File: config.mk
export PLATFORM = sky130hd
export DESIGN_NAME = quad_input_bank
export DESIGN_NICKNAME = d
export VERILOG_FILES = /design/src/rtl/pong_pkg.sv /design/src/rtl/input_debounce.sv /design/src/rtl/quad_input_bank.sv
export SDC_FILE = /design/constraint.sdc
export NUM_CORES = 1
export LEC_CHECK = 0
export CORE_UTILIZATION = 30
export DETAILED_ROUTE_END_ITERATION = 12
export GPL_ROUTABILITY_DRIVEN = 0
export GPL_TIMING_DRIVEN = 1
export PLACE_DENSITY = 0.59
export SKIP_LAST_GASP = 1
export SYNTH_ARGS = -nofsm -noshare
export SYNTH_HDL_FRONTEND = slang
export SYNTH_SLANG_ARGS = --single-unit
File: constraint.sdc
create_clock -name clk -period 2.7 [get_ports clk]
set_input_delay 0.54 -clock clk [delete_from_list [all_inputs] [get_ports clk]]
set_output_delay 0.54 -clock clk [all_outputs]
set_load 0.01 [all_outputs]
File: src/rtl/pong_pkg.sv
// Shared definitions for the pong input front end: quadrature transition codes,
// default conditioning parameters and the x4 transition classifier.
package pong_pkg;

    localparam int DEF_SYNC_STAGES = 2;
    localparam int DEF_DB_COUNT    = 4;

    typedef enum logic [1:0] {
        QUAD_NONE = 2'b00,
        QUAD_UP   = 2'b01,
        QUAD_DN   = 2'b10,
        QUAD_ERR  = 2'b11
    } quad_t;

    // Classify a move of the stable {a,b} pair. Forward order is 00,10,11,01.
    function automatic quad_t quad_decode(input logic [1:0] prev, input logic [1:0] curr);
        quad_t res;
        // NOTE: res gets a value before the case so that no path leaves it unassigned.
        res = QUAD_NONE;
        if ((prev ^ curr) == 2'b11) begin
            res = QUAD_ERR;
        end else begin
            case ({prev, curr})
                4'b00_10, 4'b10_11, 4'b11_01, 4'b01_00: res = QUAD_UP;
                4'b10_00, 4'b11_10, 4'b01_11, 4'b00_01: res = QUAD_DN;
                default:                                res = QUAD_NONE;
            endcase
        end
        return res;
    endfunction

endpackage

File: src/rtl/input_debounce.sv
// Synchroniser plus counter debouncer for one asynchronous input pin.
module input_debounce
    import pong_pkg::*;
#(
    parameter int SYNC_STAGES = DEF_SYNC_STAGES,
    parameter int DB_COUNT    = DEF_DB_COUNT
) (
    input  logic clk,
    input  logic reset_n,
    input  logic enable,
    input  logic raw,
    output logic stable
);

    localparam int               CNT_W    = (DB_COUNT > 1) ? $clog2(DB_COUNT) : 1;
    localparam logic [CNT_W-1:0] CNT_LAST = CNT_W'(DB_COUNT - 1);

    logic [SYNC_STAGES-1:0] sync_q;
    logic [CNT_W-1:0]       cnt;
    logic                   synced;

    // Move the raw pin into the clock domain; keeps running while the project is idle.
    always_ff @(posedge clk or negedge reset_n) begin
        if (!reset_n) begin
            sync_q <= '0;
        end else begin
            // NOTE: non-blocking assignment so every flop samples its neighbour's old value.
            sync_q <= {sync_q[SYNC_STAGES-2:0], raw};
        end
    end

    assign synced = sync_q[SYNC_STAGES-1];

    // Adopt a new level only after it has differed from the stable one for DB_COUNT cycles.
    always_ff @(posedge clk or negedge reset_n) begin
        if (!reset_n) begin
            cnt    <= '0;
            stable <= 1'b0;
        end else if (!enable) begin
            cnt <= '0;
        end else if (synced == stable) begin
            cnt <= '0;
        end else if (cnt == CNT_LAST) begin
            stable <= synced;
            cnt    <= '0;
        end else begin
            cnt <= cnt + CNT_W'(1);
        end
    end

endmodule

File: src/rtl/quad_input_bank.sv
// Player input front end: conditions NUM_ENC quadrature encoders and a start
// button, producing step pulses, saturating positions and a button edge pulse.
module quad_input_bank
    import pong_pkg::*;
#(
    parameter int NUM_ENC     = 2,
    parameter int SYNC_STAGES = DEF_SYNC_STAGES,
    parameter int DB_COUNT    = DEF_DB_COUNT,
    parameter int POS_WIDTH   = 8,
    parameter int POS_MAX     = 255
) (
    input  logic                           clk,
    input  logic                           reset_n,
    input  logic                           active,
    input  logic                           clear_pos,
    input  logic [NUM_ENC-1:0]             enc_a,
    input  logic [NUM_ENC-1:0]             enc_b,
    input  logic                           btn,
    output logic [NUM_ENC-1:0]             step_up,
    output logic [NUM_ENC-1:0]             step_dn,
    output logic [NUM_ENC-1:0]             enc_err,
    output logic [NUM_ENC*POS_WIDTH-1:0]   pos,
    output logic                           btn_level,
    output logic                           btn_pulse
);

    localparam logic [POS_WIDTH-1:0] POS_TOP = POS_WIDTH'(POS_MAX);

    logic [NUM_ENC-1:0]   stab_a;
    logic [NUM_ENC-1:0]   stab_b;
    logic                 stab_btn;
    logic [1:0]           ab_now [NUM_ENC];
    logic [1:0]           ab_q   [NUM_ENC];
    logic [NUM_ENC-1:0]   primed;
    logic [POS_WIDTH-1:0] pos_q  [NUM_ENC];
    logic                 btn_q;

    for (genvar g = 0; g < NUM_ENC; g++) begin : g_chan
        input_debounce #(
            .SYNC_STAGES (SYNC_STAGES),
            .DB_COUNT    (DB_COUNT)
        ) u_db_a (
            .clk     (clk),
            .reset_n (reset_n),
            .enable  (active),
            .raw     (enc_a[g]),
            .stable  (stab_a[g])
        );

        input_debounce #(
            .SYNC_STAGES (SYNC_STAGES),
            .DB_COUNT    (DB_COUNT)
        ) u_db_b (
            .clk     (clk),
            .reset_n (reset_n),
            .enable  (active),
            .raw     (enc_b[g]),
            .stable  (stab_b[g])
        );

        assign ab_now[g] = {stab_a[g], stab_b[g]};
        assign pos[g*POS_WIDTH +: POS_WIDTH] = pos_q[g];
    end

    input_debounce #(
        .SYNC_STAGES (SYNC_STAGES),
        .DB_COUNT    (DB_COUNT)
    ) u_db_btn (
        .clk     (clk),
        .reset_n (reset_n),
        .enable  (active),
        .raw     (btn),
        .stable  (stab_btn)
    );

    assign btn_level = stab_btn;

    // Decode stable pair changes into steps, absorbing the first change after reset or wake-up.
    always_ff @(posedge clk or negedge reset_n) begin
        if (!reset_n) begin
            primed  <= '0;
            step_up <= '0;
            step_dn <= '0;
            enc_err <= '0;
            // NOTE: the position array is only NUM_ENC registers, so it is reset like any other state.
            for (int i = 0; i < NUM_ENC; i++) begin
                ab_q[i]  <= '0;
                pos_q[i] <= '0;
            end
        end else begin
            for (int i = 0; i < NUM_ENC; i++) begin
                ab_q[i]    <= ab_now[i];
                step_up[i] <= 1'b0;
                step_dn[i] <= 1'b0;
                enc_err[i] <= 1'b0;
                if (!active) begin
                    primed[i] <= 1'b0;
                end else begin
                    if (ab_now[i] != ab_q[i]) begin
                        if (!primed[i]) begin
                            primed[i] <= 1'b1;
                        end else begin
                            case (quad_decode(ab_q[i], ab_now[i]))
                                QUAD_UP: begin
                                    step_up[i] <= 1'b1;
                                    if (pos_q[i] < POS_TOP) pos_q[i] <= pos_q[i] + POS_WIDTH'(1);
                                end
                                QUAD_DN: begin
                                    step_dn[i] <= 1'b1;
                                    if (pos_q[i] != '0) pos_q[i] <= pos_q[i] - POS_WIDTH'(1);
                                end
                                QUAD_ERR: enc_err[i] <= 1'b1;
                                default:  ;
                            endcase
                        end
                    end
                    // Clear is written last so it overrides a step landing on the same edge.
                    if (clear_pos) pos_q[i] <= '0;
                end
            end
        end
    end

    // Register the button edge pulse one cycle after the stable level rises.
    always_ff @(posedge clk or negedge reset_n) begin
        if (!reset_n) begin
            btn_q     <= 1'b0;
            btn_pulse <= 1'b0;
        end else begin
            btn_q     <= stab_btn;
            btn_pulse <= active & stab_btn & ~btn_q;
        end
    end

endmodule

# Word-level counts from Yosys, hierarchy flattened
# Memory sizes are Yosys's and may differ from the RTL's.
# Index checks and enable logic that the tools add are counted.
# totals
ram_bits,0
in_bits,9
latch_bits,0
output_inout_bits,24
mem_bits_ro,64
n_memories,2
word_cells,153
reg_bits,55
# memory_table
memory,depth,width,rd,rd_clocked_by_memory_dff,write_ports,line_no,rtl
(name not given),16,2,1,0,0,pong_pkg.sv:23,"case ({prev, curr})"
(name not given),16,2,1,0,0,pong_pkg.sv:23,
# classes
n_eq_ne,26
n_addsub,9
bitwise_logic,10
div_mod_pow,0
n_mul,0
n_shift,0
order_cmp,2
reduce_logical,15
muxes,63
# op_table
cell,n
$mux 8,10
$mux 2,23
$pmux 8 s2,2
$mux 1,28
$eq 2x2->1 const B,11
$add 8x1->8 const B,2
$lt 8x8->1 const B,2
$reduce_bool 8->1,2
$sub 8x1->8 const B,2
$reduce_and 3->1,5
$ne 3x3->1 const B,4
$reduce_and 6->1,2
$add 2x1->2 const B,5
$reduce_bool 2->1,4
$not 1->1,6
$reduce_bool 3->1,2
$eq 1x1->1,5
$eq 2x1->1 const B,2
$ne 2x1->1 const B,2
$ne 2x2->1,2
$xor 2x2->2,2
$and 1x1->1,2

# Longest topological paths before layout
# logic_depth
word_depth,11
depth_mapped,8

# Cells and area by module
# From an unflattened synthesis, not the netlist that was laid out.
# hier_totals
cells_unflattened,237
hier_area_um2,2737.6
# by_module_without_submodules
module,n_inst,area_each_um2,seq_area_each_um2,cells_each
quad_input_bank,1,1828.0,750.7,177
input_debounce at g_chan[0].u_db_b ...,4,181.4,125.1,12
input_debounce at g_chan[0].u_db_a,1,183.9,125.1,12

# Least setup slack after synthesis
# OpenSTA, ideal clock, no wires.
# synth_path
path_kind,register -> register
startpoint,reg g_chan[1].u_db_a.stable
endpoint,reg pos_q (netlist bit pos[15])
path_stages_with_launch,9
period_less_slack_ns,2.548
slack_ns,0.152
path_buffers,0
arrival_time_ns,2.468
cell_sequence,dfrtp_1 xor2_2 nor2_1 ha_1 a21oi_1 o2111ai_1 and3_2 or4b_1 o211ai_2
# synth_via
elab_chain_len,11
# synth_lines
element,line_no,rtl
"start, declared",input_debounce.sv:12,output logic stable
"start signal, assigned",input_debounce.sv:44,stable <= synced;
branches (longest 11 deep; another with $mem_v2 16x2),n/a,
"end signal, assigned by index",quad_input_bank.sv:88,pos_q[i] <= '0;
"end signal, assigned by index",quad_input_bank.sv:118,if (clear_pos) pos_q[i] <= '0;
"end, declared",quad_input_bank.sv:35,logic [POS_WIDTH-1:0] pos_q [NUM_ENC];
# Parallel ways; which one is timed is not known. The select of a mux whose other input is x is not followed.
# A chain may end at the register's enable or synchronous reset.

# Worst setup path in the final report
# layout_path
startpoint,reg g_chan[1].u_db_b.stable
endpoint,reg pos_q (netlist bit pos[15])
# layout_via
elab_chain_len,11
# layout_lines
element,line_no
"start, declared",input_debounce.sv:12
"start signal, assigned",input_debounce.sv:44
branches (longest 11 deep; another with $mem_v2 16x2),n/a
# Parallel ways; which one is timed is not known. The select of a mux whose other input is x is not followed.

==> run summary <==
setup TNS: 0 ns
initial antenna violation count: 0
largest net degree at the start of global routing: 34
Layout Nets: 314
FF-to-FF setup slack: 0.20 ns
commonest non-fill, non-tap cell in the layout: dfrtp_1
Min-Delay Path Class: in2async
compound-cell area share of the yosys netlist: 15.9%
Synth Cell Area: 2720 µm²
cells along the critical path: xnor2_1, nor2_2, ha_1, nand3_1, o2111ai_1, and3_2, or4b_1, o211ai_2
proportion of layout cells with a drive suffix above 1: 13.2%
Syn Nets: 264
CP required: 2.93 ns
CTS buffer count: 5
synth warn: 0
top cell type's share of synthesized area: 50.6%
RR Startpoint: g_chan[1].u_db_b.stable
Tcrit/Tclk final: 92.5%
ANT cells: 0
Core Region: 8760 µm²
critical path depth in cells: 8
CTS Hold Bufs: 0
Worst path max stage delay: 0.51 ns
clk sinks: 55
Die Width: 97.2 µm
Fin Clk Skew: 0.00648 ns
CP max FO: 7
Clock Path Buffers: 2
CTS tree: done
Port Buffers: 32
CTS Root Cell: clkbuf_8
post-synthesis cell type count: 38
LEAKAGE: 1.57 nW
reg2reg path depth: 8
mux contribution to synthesized area: 2.48%
largest family of logic cells by synthesized area: compound AO/OA/AOI/OAI gates
Total GRT Usage: 11.5%
power per standard cell area: 636 nW/µm²
total power: 2.14 mW
status: finished, final reports clean
CP Launch Point: g_chan[1].u_db_b.stable
first-pass GRT wire length: 8940 µm
post-CTS setup buffer count: 0
vias: 1941
WP buf/inv: 0
r2r endpoint: pos[15]
clk_lat worst skew: 0.30 ns
I/O pins: 33
initial core utilization: 31.1%
vias in the first global route: 1941
Die H: 97.2 µm
commonest cells after routing, fill and taps aside: dfrtp_1 (55), clkdlybuf4s50_1 (31), ha_1 (17)
Pre-antenna DRT Iters: 4
cell taking the most area after synthesis: dfrtp_1
register bit total from synthesis: 55
average routed wire per standard cell: 12.8 µm
Least-Margin Pin Slew: 0.703 ns
Synth Area in Simple Gates: 12.8%
GR Overflow Total: 0
Arrival @ worst endpoint: 2.73 ns
Setup-failing EPs final: 0
CP startpoint kind: register
Synth Instances: 236
Pins Over Slew Limit: 0
synthesized area per cell: 11.5 µm²
RSZ-0062 raised after global routing: no
Area Overhead vs Synth: 23.7%
Slew Limit Headroom: 53.1%
share of the yosys chip area belonging to registers: 50.6%
Post-route DRC: 0
CTS clk-pin slew, worst paths: 0.10 ns
Hold WS: 0.273 ns
final hold violation count: 0
Filler cells: 859
CP endpoint: pos[15]
hpwl dp: 3830 µm
DIE AREA: 9460 µm²
adder-cell share of the synthesized area: 9.29%
Tmin final: 2.50 ns
kind of cell adding the most delay to the critical path: simple AND/OR/NAND/NOR gates
Setup CP Type: reg2reg
WL final: 5060 µm
# rows: 34
CTS H-tree depth: 2
routed vias/inst: 4.91
antenna-violating nets left: 0
Fmax: 0.400 GHz
CP Capture Type: register
largest cells by area after synthesis: dfrtp_1 (51%), ha_1 (7.8%), xor2_1 (4.2%), a22o_1 (3.9%), o211ai_1 (2.8%)
DRT iter0 DRCs: 53
CP max stage cell: or4b_1
max cap viols: 0
XOR/XNOR Fraction of Synth Area: 7.31%
worst vdd ir: 0.000231 V
[state kept, by name, summed over array words and instances (netlist names)]
signal                cells
pos                      16
u_db_btn.cnt              2
g_chan.u_db_b.cnt         4
enc_err                   2
g_chan.u_db_b.sync_q      4
step_up                   2
u_db_btn.sync_q           2
btn_pulse                 1
g_chan.u_db_b.stable      2
ab_q                      4
g_chan.u_db_a.cnt         4
u_db_btn.stable           1
btn_q                     1
step_dn                   2
primed                    2
g_chan.u_db_a.stable      2
g_chan.u_db_a.sync_q      4
[how the worst min path moves through the flow]
stage          cells past startpoint  slack [ns]                         end
3_5_place_dp                       0        0.34  g_chan[1].u_db_b.sync_q[1]
4_1_cts                            1        0.30                  enc_err[0]
2_1_floorplan                      0        0.24                     ab_q[0]
3_3_place_gp                       0        0.33  g_chan[1].u_db_b.sync_q[1]
6_report                           1        0.27                   primed[0]
5_1_grt                            1        0.33                   primed[0]
[layer usage]
| layer | vias up | global-route usage [%] | part of all wire [%] |
|---|---|---|---|
| met2 | 30 | 18.3 | 48 |
| met1 | 939 | 15.9 | 48 |
| met5 | - | 0 | 0 |
| met4 | 0 | 2.71 | 0.44 |
| li1 | 970 | - | - |
| met3 | 2 | 2.73 | 3.7 |
[cell usage after synthesis]
library cell / count
a211o_1: 1
a211o_2: 1
a211oi_4: 2
a21o_1: 2
a21oi_1: 9
a221oi_1: 1
a22o_1: 12
a31oi_1: 1
and3_1: 6
and3_2: 1
and4_1: 2
clkbuf_1: 3
dfrtp_1: 55
fa_1: 2
ha_1: 17
inv_1: 9
mux2_2: 6
nand2_1: 16
nand3_1: 5
nand3b_1: 1
nand4_1: 4
nor2_1: 13
nor2b_1: 1
nor3_1: 12
nor4_1: 4
o2111ai_1: 3
o211ai_1: 10
o211ai_2: 1
o21a_1: 2
o21ai_0: 3
o21ai_1: 2
o21bai_1: 3
o31a_1: 2
or4_1: 1
or4b_1: 2
xnor2_1: 6
xor2_1: 13
xor2_2: 2
[cell families (layout without fill, tap and decap cells)]
group	Yosys count	count (layout)
buffers and inverters	12	63
adders and majority gates	19	19
muxes	6	6
DFF	55	55
and+or+nand+nor	68	68
xor gates and xnor gates	21	21
AOI/OAI and AO/OA	55	55
[cell type report]
| type | instances | area (µm²) | share of cell area (%) |
|---|---|---|---|
| clock inverters | 3 | 22.5 | 0.669 |
| clock buffers | 5 | 68.8 | 2.04 |
| multi-input cells | 169 | 1310 | 38.9 |
| repair buffers | 46 | 420 | 12.5 |
| flip-flops and latches | 55 | 1380 | 40.9 |
| well taps | 108 | 135 | 4.01 |
| inverters | 9 | 33.8 | 1.00 |
[report_power, final]
| group | leakage [nW] | switching, mW | internal, mW |
|---|---|---|---|
| Combinational | 0.791 | 0.389 | 0.308 |
| Clock | 0.0489 | 0.272 | 0.188 |
| Sequential | 0.732 | 0.0746 | 0.909 |
| Total | 1.57 | 0.736 | 1.41 |
[worst reg2reg max path: stages, from the launching register on]
cell and delay, ns:
dfrtp_1 0.45, xnor2_1 0.18, nor2_2 0.31, ha_1 0.36, nand3_1 0.15, o2111ai_1 0.15, and3_2 0.23, or4b_1 0.51
o211ai_2 0.08
[through the flow]
step / area, µm² / setup slack [ns] / instances / util (%)
after global routing: 3370 / 0.0632 / 395 / 38.4
final: 3370 / 0.201 / 395 / 38.4
after CTS: 3360 / 0.00958 / 395 / 38.3
after floorplan: 2720 / 0.152 / 236 / -
after global placement: 3270 / 0.0768 / 387 / 37.3
after detailed placement: 3270 / -0.00272 / 387 / 37.3
[repair_timing]
item                                    CTS  global route
endpoints found under the setup margin    1             2
pin swaps                                 0             0
hold endpoints to repair                  0             0
gates cloned                              0             0
gates resized for setup                   1             2
(Power assumes the default switching activity.)
